[config.mk]
export PLATFORM = sky130hd
export DESIGN_NAME = tpu_host_sequencer_flat
export DESIGN_NICKNAME = d
export VERILOG_FILES = /design/src/rtl/tpu_pkg.sv /design/src/rtl/tpu_host_sequencer_if.sv /design/src/rtl/tpu_result_buffer.sv /design/src/rtl/tpu_host_sequencer.sv /design/src/flat_wrapper.sv
export SDC_FILE = /design/constraint.sdc
export NUM_CORES = 1
export LEC_CHECK = 0
export BUFFER_PORTS_ARGS = -buffer_cell sky130_fd_sc_hd__buf_2
export CELL_PAD_IN_SITES_DETAIL_PLACEMENT = 0
export CELL_PAD_IN_SITES_GLOBAL_PLACEMENT = 1
export CORE_ASPECT_RATIO = 1.2
export CORE_MARGIN = 4
export CORE_UTILIZATION = 45
export DETAILED_ROUTE_END_ITERATION = 10
export PLACE_DENSITY = 0.82
export REMOVE_ABC_BUFFERS = 1
export SLEW_MARGIN = 20
export SYNTH_ARGS = -nofsm -noshare
export SYNTH_HDL_FRONTEND = slang
export SYNTH_SLANG_ARGS = --single-unit
[constraint.sdc]
create_clock -name clk -period 4 [get_ports clk]
set_input_delay 0.2 -clock clk [delete_from_list [all_inputs] [get_ports clk]]
set_output_delay 0.2 -clock clk [all_outputs]
set_load 0.01 [all_outputs]
[src/rtl/tpu_pkg.sv]
// Shared types and constants for the TPU host sequencer slice.
package tpu_pkg;

    typedef enum logic [2:0] {
        LOAD    = 3'd0,
        COMPUTE = 3'd1,
        READ    = 3'd2,
        CHECK   = 3'd3,
        DRAIN   = 3'd4
    } state_t;

    localparam int JOB_BYTES    = 8;
    localparam int RESULT_BYTES = 4;

    localparam logic SEL_A = 1'b0;
    localparam logic SEL_B = 1'b1;

    // Bytes 0..3 of a job are matrix A, bytes 4..7 are matrix B.
    function automatic logic sel_of_byte(input logic [2:0] byte_idx);
        return byte_idx[2] ? SEL_B : SEL_A;
    endfunction

endpackage

[src/rtl/tpu_host_sequencer_if.sv]
// Host byte streams, accelerator load/read port and status for the host sequencer.
interface tpu_host_sequencer_if;

    logic       s_valid;
    logic       s_ready;
    logic [7:0] s_data;

    logic       m_valid;
    logic       m_ready;
    logic [7:0] m_data;
    logic       m_last;

    logic       acc_load_en;
    logic       acc_load_sel_ab;
    logic [1:0] acc_load_index;
    logic [7:0] acc_load_data;
    logic       acc_output_en;
    logic [1:0] acc_output_sel;
    logic [7:0] acc_out_data;
    logic       acc_done;

    logic       busy;
    logic       err;

    modport master (
        input  s_valid, s_data, m_ready, acc_out_data, acc_done,
        output s_ready, m_valid, m_data, m_last,
               acc_load_en, acc_load_sel_ab, acc_load_index, acc_load_data,
               acc_output_en, acc_output_sel, busy, err
    );

    modport slave (
        output s_valid, s_data, m_ready, acc_out_data, acc_done,
        input  s_ready, m_valid, m_data, m_last,
               acc_load_en, acc_load_sel_ab, acc_load_index, acc_load_data,
               acc_output_en, acc_output_sel, busy, err
    );

endinterface

[src/rtl/tpu_result_buffer.sv]
// Four result-byte capture registers plus the output-stream drain pointer.
module tpu_result_buffer
    import tpu_pkg::*;
(
    input  logic       clk,
    input  logic       rst,
    input  logic       wr_en_i,
    input  logic [1:0] wr_idx_i,
    input  logic [7:0] wr_data_i,
    input  logic       drain_en_i,
    input  logic       m_ready_i,
    output logic       m_valid_o,
    output logic [7:0] m_data_o,
    output logic       m_last_o,
    output logic       drain_done_o
);

    logic [7:0]              buf_q [RESULT_BYTES];
    logic [RESULT_BYTES-1:0] wr_sel;
    logic [1:0]              idx_q;
    logic                    handshake;

    generate
        for (genvar gi = 0; gi < RESULT_BYTES; gi++) begin : g_wr_sel
            assign wr_sel[gi] = wr_en_i && (wr_idx_i == 2'(gi));
        end
    endgenerate

    always_ff @(posedge clk or posedge rst) begin
        if (rst) begin
            for (int i = 0; i < RESULT_BYTES; i++) begin
                buf_q[i] <= '0;
            end
        end else begin
            for (int i = 0; i < RESULT_BYTES; i++) begin
                if (wr_sel[i]) begin
                    buf_q[i] <= wr_data_i;
                end
            end
        end
    end

    assign handshake = drain_en_i && m_ready_i;

    // The pointer only moves on a completed handshake, so data/last hold under backpressure.
    always_ff @(posedge clk or posedge rst) begin
        if (rst) begin
            idx_q <= '0;
        end else if (handshake) begin
            idx_q <= idx_q + 2'd1;
        end
    end

    assign m_valid_o    = drain_en_i;
    assign m_data_o     = drain_en_i ? buf_q[idx_q] : 8'd0;
    assign m_last_o     = drain_en_i && (idx_q == 2'(RESULT_BYTES - 1));
    assign drain_done_o = handshake && (idx_q == 2'(RESULT_BYTES - 1));

endmodule

[src/rtl/tpu_host_sequencer.sv]
// Host-side job sequencer for the 2x2 matmul accelerator: load 8 bytes, wait, read 4 results, drain.
// Define TPU_SEQ_DONE_CHECK_EN to supervise acc_done with a sticky timeout flag (err).
module tpu_host_sequencer
    import tpu_pkg::*;
#(
    parameter int WAIT_CYCLES  = 10,
    parameter int DONE_TIMEOUT = 4
) (
    input logic                  clk,
    input logic                  rst,
    tpu_host_sequencer_if.master bus
);

    localparam int WAIT_W = (WAIT_CYCLES > 1) ? $clog2(WAIT_CYCLES) : 1;

    state_t            state_q, state_d;
    logic [2:0]        byte_cnt_q, byte_cnt_d;
    logic [WAIT_W-1:0] wait_cnt_q, wait_cnt_d;
    logic [1:0]        rd_idx_q, rd_idx_d;
    logic              load_en_q, load_en_d;
    logic              load_sel_ab_q, load_sel_ab_d;
    logic [1:0]        load_index_q, load_index_d;
    logic [7:0]        load_data_q, load_data_d;

    logic accept;
    logic in_read;
    logic in_drain;
    logic drain_done;

`ifdef TPU_SEQ_DONE_CHECK_EN
    localparam int TO_W = (DONE_TIMEOUT > 1) ? $clog2(DONE_TIMEOUT) : 1;

    logic [TO_W-1:0] to_cnt_q, to_cnt_d;
    logic            err_q, err_d;
`endif

    assign accept   = bus.s_valid && bus.s_ready;
    assign in_read  = (state_q == READ);
    assign in_drain = (state_q == DRAIN);

    always_ff @(posedge clk or posedge rst) begin
        if (rst) begin
            state_q       <= LOAD;
            byte_cnt_q    <= '0;
            wait_cnt_q    <= '0;
            rd_idx_q      <= '0;
            load_en_q     <= 1'b0;
            load_sel_ab_q <= SEL_A;
            load_index_q  <= '0;
            load_data_q   <= '0;
        end else begin
            state_q       <= state_d;
            byte_cnt_q    <= byte_cnt_d;
            wait_cnt_q    <= wait_cnt_d;
            rd_idx_q      <= rd_idx_d;
            load_en_q     <= load_en_d;
            load_sel_ab_q <= load_sel_ab_d;
            load_index_q  <= load_index_d;
            load_data_q   <= load_data_d;
        end
    end

`ifdef TPU_SEQ_DONE_CHECK_EN
    always_ff @(posedge clk or posedge rst) begin
        if (rst) begin
            to_cnt_q <= '0;
            err_q    <= 1'b0;
        end else begin
            to_cnt_q <= to_cnt_d;
            err_q    <= err_d;
        end
    end
`endif

    always_comb begin
        state_d       = state_q;
        byte_cnt_d    = byte_cnt_q;
        wait_cnt_d    = wait_cnt_q;
        rd_idx_d      = rd_idx_q;
        load_en_d     = 1'b0;
        load_sel_ab_d = SEL_A;
        load_index_d  = '0;
        load_data_d   = '0;
`ifdef TPU_SEQ_DONE_CHECK_EN
        to_cnt_d      = to_cnt_q;
        err_d         = err_q;
`endif

        unique case (state_q)
            LOAD: begin
                if (accept) begin
                    load_en_d     = 1'b1;
                    load_sel_ab_d = sel_of_byte(byte_cnt_q);
                    load_index_d  = byte_cnt_q[1:0];
                    load_data_d   = bus.s_data;
                    // The 3-bit count wraps to zero on the last job byte.
                    byte_cnt_d    = byte_cnt_q + 3'd1;
                    if (byte_cnt_q == 3'(JOB_BYTES - 1)) begin
                        state_d    = COMPUTE;
                        wait_cnt_d = WAIT_W'(WAIT_CYCLES - 1);
                    end
                end
            end

            COMPUTE: begin
                if (wait_cnt_q == '0) begin
                    state_d  = READ;
                    rd_idx_d = '0;
                end else begin
                    wait_cnt_d = wait_cnt_q - WAIT_W'(1);
                end
            end

            READ: begin
                rd_idx_d = rd_idx_q + 2'd1;
                if (rd_idx_q == 2'(RESULT_BYTES - 1)) begin
`ifdef TPU_SEQ_DONE_CHECK_EN
                    state_d  = CHECK;
                    to_cnt_d = '0;
`else
                    state_d  = DRAIN;
`endif
                end
            end

`ifdef TPU_SEQ_DONE_CHECK_EN
            CHECK: begin
                if (bus.acc_done) begin
                    state_d = DRAIN;
                end else if (to_cnt_q == TO_W'(DONE_TIMEOUT - 1)) begin
                    // Results are still drained so the host stream never stalls on a missing pulse.
                    err_d   = 1'b1;
                    state_d = DRAIN;
                end else begin
                    to_cnt_d = to_cnt_q + TO_W'(1);
                end
            end
`endif

            DRAIN: begin
                if (drain_done) begin
                    state_d = LOAD;
                end
            end

            default: begin
                state_d = LOAD;
            end
        endcase
    end

    tpu_result_buffer u_result_buffer (
        .clk          (clk),
        .rst          (rst),
        .wr_en_i      (in_read),
        .wr_idx_i     (rd_idx_q),
        .wr_data_i    (bus.acc_out_data),
        .drain_en_i   (in_drain),
        .m_ready_i    (bus.m_ready),
        .m_valid_o    (bus.m_valid),
        .m_data_o     (bus.m_data),
        .m_last_o     (bus.m_last),
        .drain_done_o (drain_done)
    );

    // s_ready is gated by rst so it stays low for the whole reset pulse.
    assign bus.s_ready         = (state_q == LOAD) && !rst;
    assign bus.acc_load_en     = load_en_q;
    assign bus.acc_load_sel_ab = load_sel_ab_q;
    assign bus.acc_load_index  = load_index_q;
    assign bus.acc_load_data   = load_data_q;
    assign bus.acc_output_en   = in_read;
    assign bus.acc_output_sel  = rd_idx_q;
    assign bus.busy            = (state_q != LOAD) || (byte_cnt_q != 3'd0);

`ifdef TPU_SEQ_DONE_CHECK_EN
    assign bus.err = err_q;
`else
    assign bus.err = 1'b0;
`endif

endmodule

[src/flat_wrapper.sv]
// flat-port wrapper written by rule: the top's interface ports become plain ports
module tpu_host_sequencer_flat import tpu_pkg::*;
#(
    parameter int WAIT_CYCLES  = 10,
    parameter int DONE_TIMEOUT = 4
)
  (clk, rst, bus_s_valid, bus_s_data, bus_m_ready, bus_acc_out_data, bus_acc_done, bus_s_ready, bus_m_valid, bus_m_data, bus_m_last, bus_acc_load_en, bus_acc_load_sel_ab, bus_acc_load_index, bus_acc_load_data, bus_acc_output_en, bus_acc_output_sel, bus_busy, bus_err);
  tpu_host_sequencer_if bus_i ();
  input logic clk;
  input logic rst;
  input wire logic [$bits(bus_i.s_valid)-1:0] bus_s_valid;
  input wire logic [$bits(bus_i.s_data)-1:0] bus_s_data;
  input wire logic [$bits(bus_i.m_ready)-1:0] bus_m_ready;
  input wire logic [$bits(bus_i.acc_out_data)-1:0] bus_acc_out_data;
  input wire logic [$bits(bus_i.acc_done)-1:0] bus_acc_done;
  output wire logic [$bits(bus_i.s_ready)-1:0] bus_s_ready;
  output wire logic [$bits(bus_i.m_valid)-1:0] bus_m_valid;
  output wire logic [$bits(bus_i.m_data)-1:0] bus_m_data;
  output wire logic [$bits(bus_i.m_last)-1:0] bus_m_last;
  output wire logic [$bits(bus_i.acc_load_en)-1:0] bus_acc_load_en;
  output wire logic [$bits(bus_i.acc_load_sel_ab)-1:0] bus_acc_load_sel_ab;
  output wire logic [$bits(bus_i.acc_load_index)-1:0] bus_acc_load_index;
  output wire logic [$bits(bus_i.acc_load_data)-1:0] bus_acc_load_data;
  output wire logic [$bits(bus_i.acc_output_en)-1:0] bus_acc_output_en;
  output wire logic [$bits(bus_i.acc_output_sel)-1:0] bus_acc_output_sel;
  output wire logic [$bits(bus_i.busy)-1:0] bus_busy;
  output wire logic [$bits(bus_i.err)-1:0] bus_err;
  assign bus_i.s_valid = bus_s_valid;
  assign bus_i.s_data = bus_s_data;
  assign bus_i.m_ready = bus_m_ready;
  assign bus_i.acc_out_data = bus_acc_out_data;
  assign bus_i.acc_done = bus_acc_done;
  assign bus_s_ready = bus_i.s_ready;
  assign bus_m_valid = bus_i.m_valid;
  assign bus_m_data = bus_i.m_data;
  assign bus_m_last = bus_i.m_last;
  assign bus_acc_load_en = bus_i.acc_load_en;
  assign bus_acc_load_sel_ab = bus_i.acc_load_sel_ab;
  assign bus_acc_load_index = bus_i.acc_load_index;
  assign bus_acc_load_data = bus_i.acc_load_data;
  assign bus_acc_output_en = bus_i.acc_output_en;
  assign bus_acc_output_sel = bus_i.acc_output_sel;
  assign bus_busy = bus_i.busy;
  assign bus_err = bus_i.err;
  tpu_host_sequencer #(.WAIT_CYCLES(WAIT_CYCLES), .DONE_TIMEOUT(DONE_TIMEOUT)) u_core (.clk(clk), .rst(rst), .bus(bus_i));
endmodule
==> impl_metrics.prom <==
# TYPE chip_impl_metric gauge
chip_impl_metric{name="mappedNetlistArea",unit="um2"} 2850
chip_impl_metric{name="final_antenna_net_count",unit=""} 0
chip_impl_metric{name="cap_violations",unit=""} 0
chip_impl_metric{name="area_of_the_multi_input_gates",unit="um2"} 1260
chip_impl_metric{name="critPathBufInv",unit=""} 1
chip_impl_metric{name="cts_bufs_inserted",unit=""} 9
chip_impl_metric{name="fraction_of_layout_cells_with_a_size_suffix_above_1",unit="%"} 46.4
chip_impl_metric{name="placed_area",unit="um2"} 3090
chip_impl_metric{name="drc",unit=""} 0
chip_impl_metric{name="buffer_ports.inserted",unit=""} 46
chip_impl_metric{name="vias_per_cell",unit=""} 4.99
chip_impl_metric{name="ctsHoldBuffers",unit=""} 1
chip_impl_metric{name="chipWidth",unit="um"} 80.6
chip_impl_metric{name="clock_insertion_delay_worst_skew",unit="ns"} 0.34
chip_impl_metric{name="nNetsFinal",unit=""} 273
chip_impl_metric{name="drt_iter0_markers",unit=""} 84
chip_impl_metric{name="cts.sink_count",unit=""} 58
chip_impl_metric{name="detail_route.wirelength",unit="um"} 5140
chip_impl_metric{name="regArea",unit="um2"} 1450
chip_impl_metric{name="avgRoutedWirePerCell",unit="um"} 15.6
chip_impl_metric{name="worst_path_largest_cell_delay",unit="ns"} 0.71
chip_impl_metric{name="tightestPinTransition",unit="ns"} 0.652
chip_impl_metric{name="hold-worst-slack",unit="ns"} 0.0937
chip_impl_info{name="critPathLaunchType",value="flip-flop"} 1
chip_impl_metric{name="cellLeakagePower",unit="nW"} 1.66
chip_impl_info{name="cts.root.buffer_cell",value="sky130_fd_sc_hd__clkbuf_8"} 1
chip_impl_metric{name="worst_setup_hold_path_clk_slew",unit="ns"} 0.07
chip_impl_metric{name="synth.yosys.warnings",unit=""} 0
chip_impl_metric{name="die_y",unit="um"} 95.1
chip_impl_info{name="ys.flop_type",value="sky130_fd_sc_hd__dfrtp_1"} 1
chip_impl_metric{name="max_root_sink_buffers",unit=""} 2
chip_impl_info{name="setup.worst_path.end_class",value="output port"} 1
chip_impl_info{name="rsz0062_at_grt",value="no"} 1
chip_impl_info{name="tritoncts_clock_tree",value="done"} 1
chip_impl_metric{name="drv_slew",unit=""} 0
chip_impl_metric{name="syn_to_final_growth",unit="%"} 16.8
chip_impl_info{name="timing.hold.worst.class",value="in -> reg"} 1
chip_impl_metric{name="diodes",unit=""} 0
chip_impl_metric{name="cts_resized",unit=""} 0
chip_impl_metric{name="floorplan.initialDensity",unit="%"} 46.7
chip_impl_metric{name="finish.utilization",unit="%"} 54.6
chip_impl_metric{name="dieArea",unit="um2"} 7660
chip_impl_metric{name="detailedRoute.firstPassIterationCount",unit=""} 3
chip_impl_metric{name="grt_start_max_net_pins",unit=""} 36
chip_impl_metric{name="postCtsSetupBuffers",unit=""} 0
chip_impl_metric{name="synth-edff-count",unit=""} 0
chip_impl_metric{name="global_route.usage.total",unit="%"} 15.6
chip_impl_info{name="timing_worst_setup_path_type",value="reg -> out"} 1
chip_impl_metric{name="synth.lib_cells_used.distinct",unit=""} 40
chip_impl_metric{name="total_gr_overflow",unit=""} 0
chip_impl_info{name="cpLargestDelayFamily",value="flip-flops"} 1
chip_impl_info{name="layout_commonest_cell",value="sky130_fd_sc_hd__dfrtp_1"} 1
chip_impl_metric{name="dp.final_hpwl",unit="um"} 3520
chip_impl_metric{name="grt_antenna_before_repair",unit=""} 0
chip_impl_metric{name="synthesized_instance_count",unit=""} 195
chip_impl_metric{name="vias",unit=""} 1647
chip_impl_metric{name="core_area",unit="um2"} 6090
chip_impl_info{name="slowest_stage",value="sky130_fd_sc_hd__dfrtp_1"} 1
chip_impl_metric{name="achievable-frequency",unit="MHz"} 475
chip_impl_metric{name="stdcell_count",unit=""} 330
chip_impl_metric{name="row_count",unit=""} 31
chip_impl_metric{name="cp_data_required_time",unit="ns"} 3.80
chip_impl_metric{name="global_route_wire_length_before_repair",unit="um"} 8950
chip_impl_metric{name="vdd_drop_max",unit="uV"} 340
chip_impl_metric{name="fin_crit",unit="ns"} 2.10
chip_impl_metric{name="number_of_top_level_pins",unit=""} 49
chip_impl_metric{name="synth.ff_latch_count",unit=""} 58
chip_impl_metric{name="final_replace_weighted_congestion",unit=""} 0.703
chip_impl_metric{name="cts_htree_levels",unit=""} 3
chip_impl_metric{name="synth.yosys.seq_area_share",unit="%"} 51.0
chip_impl_metric{name="report.final.hold_viol_count",unit=""} 0
chip_impl_info{name="timing.critical_path.cells",value="mux4_2 > and2_1 > buf_2"} 1
chip_impl_info{name="most-common-layout-cells",value="58 x sky130_fd_sc_hd__dfrtp_1, 46 x sky130_fd_sc_hd__buf_2, 32 x sky130_fd_sc_hd__mux2_4, 11 x sky130_fd_sc_hd__and3_1, 10 x sky130_fd_sc_hd__clkbuf_8"} 1
chip_impl_metric{name="final_min_period_over_clock_period",unit="%"} 52.6
chip_impl_metric{name="timing.slew.headroom",unit="%"} 56.5
chip_impl_metric{name="timing.final.setup_violations",unit=""} 0
chip_impl_metric{name="async_flop_share",unit="%"} 100
chip_impl_metric{name="powerDensity",unit="nW/um2"} 726
chip_impl_info{name="run_status",value="complete, no violations"} 1
chip_impl_metric{name="clock_skew",unit="ns"} 0.00880
chip_impl_metric{name="setup_tns",unit="ns"} 0
chip_impl_metric{name="placed_cells",unit=""} 313
chip_impl_metric{name="path_max_fanout",unit=""} 10
chip_impl_metric{name="cp_data_arrival_time",unit="ns"} 1.90
chip_impl_metric{name="post_synth.cell_area_avg",unit="um2"} 14.6
chip_impl_metric{name="postLayoutCellArea",unit="um2"} 3320
chip_impl_metric{name="vias_in_the_first_global_route",unit=""} 1804
chip_impl_metric{name="final.fill_count",unit=""} 530
## worst register-to-register path, cell delays in order (launching register included)
cell                       delay [ns]
sky130_fd_sc_hd__dfrtp_1         0.39
sky130_fd_sc_hd__ha_1            0.20
sky130_fd_sc_hd__ha_1            0.16
sky130_fd_sc_hd__and3b_1         0.18
sky130_fd_sc_hd__o211ai_1        0.34
sky130_fd_sc_hd__mux2_2          0.38
## layer usage
layer  GRT usage (%)  part of all wire [%]  vias to the layer above
li1                -                     -                      777
met1            20.2                    45                      823
met2            24.4                    48                       36
met3            3.78                   4.4                       11
met4            8.03                   2.4                        0
met5               0                     0                        -
## logic make-up (layout without fill, tap and decap cells)
group	count (synthesis)	count (layout)	synth area share, %
xor+xnor	2	2	0.616
flops	58	58	51.0
compound gates	14	14	3.43
mux	43	43	24.4
simple gates	47	47	11.6
fa+ha+maj	9	9	3.96
other cells	1	1	0.132
buf+inv	21	74	4.84
## sequential cells by signal, summed over array words and instances (netlist names)
name / cells
u_core.u_result_buffer.idx_q: 2
u_core.u_result_buffer.buf_q: 32
u_core.bus.acc_load_index: 2
u_core.state_q: 3
u_core.wait_cnt_q: 4
u_core.bus.acc_load_data: 8
u_core.bus.acc_load_en: 1
u_core.byte_cnt_q: 3
u_core.bus.acc_load_sel_ab: 1
u_core.bus.acc_output_sel: 2
## metrics by stage
| stage | power [mW] | worst slack [ns] |
|---|---|---|
| after floorplan | 1.60 | 2.05 |
| after global placement | 1.80 | 2.23 |
| after detailed placement | 1.83 | 2.23 |
| after CTS | 2.44 | 1.86 |
| after global routing | 2.59 | 1.79 |
| final | 2.41 | 1.90 |
## worst paths after layout
check | end | slack, ns | startpoint | cells after the start
max | bus_m_data[2] | 1.90 | u_core.u_result_buffer.idx_q[1]$_DFFE_PP0P_ | 3
min reg2reg | u_core.u_result_buffer.buf_q[19]$_DFFE_PP0P_ | 0.51 | u_core.u_result_buffer.buf_q[19]$_DFFE_PP0P_ | 1
min in group asynchronous | u_core.bus.acc_load_sel_ab$_DFF_PP0_ | 0.46 | rst | 3
max reg2reg | u_core.wait_cnt_q[1]$_DFFE_PP0P_ | 2.22 | u_core.byte_cnt_q[0]$_DFFE_PP0P_ | 5
min | u_core.bus.acc_load_data[5]$_DFF_PP0_ | 0.09 | bus_s_data[5] | 2
max in group asynchronous | u_core.u_result_buffer.buf_q[3]$_DFFE_PP0P_ | 2.73 | rst | 4
## power by group
group / internal, mW / total (mW) / leakage (nW) / switching, mW
Clock: 0.368 / 0.599 / 0.103 / 0.231
Sequential: 0.814 / 1.01 / 0.761 / 0.192
Combinational: 0.506 / 0.806 / 0.801 / 0.300
Total: 1.69 / 2.41 / 1.66 / 0.723
## cells in the mapped netlist (2+ instances only)
cell | count | area (um2)
sky130_fd_sc_hd__and2_1 | 9 | 56.3
sky130_fd_sc_hd__and2_4 | 3 | 26.3
sky130_fd_sc_hd__and3_1 | 11 | 68.8
sky130_fd_sc_hd__buf_12 | 3 | 60.1
sky130_fd_sc_hd__buf_2 | 2 | 10.0
sky130_fd_sc_hd__buf_4 | 2 | 15.0
sky130_fd_sc_hd__clkbuf_1 | 6 | 22.5
sky130_fd_sc_hd__dfrtp_1 | 58 | 1450
sky130_fd_sc_hd__ha_1 | 9 | 113
sky130_fd_sc_hd__inv_1 | 8 | 30.0
sky130_fd_sc_hd__mux2_2 | 2 | 22.5
sky130_fd_sc_hd__mux2_4 | 32 | 480
sky130_fd_sc_hd__mux4_2 | 8 | 180
sky130_fd_sc_hd__nand2_1 | 4 | 15.0
sky130_fd_sc_hd__nand3_1 | 2 | 10.0
sky130_fd_sc_hd__nor2_1 | 5 | 18.8
sky130_fd_sc_hd__nor3b_4 | 2 | 37.5
sky130_fd_sc_hd__o211ai_1 | 2 | 15.0
sky130_fd_sc_hd__o21ai_0 | 5 | 25.0
sky130_fd_sc_hd__xnor2_1 | 2 | 17.5
## layout make-up
cell class	count	area share, %
flip-flops and latches	58	43.7
multi-input cells	116	37.8
repair buffers	50	7.91
clock buffers	12	4.37
well taps	82	3.09
clock inverters	4	2.26
inverters	8	0.904
(Power assumes the default switching activity.)
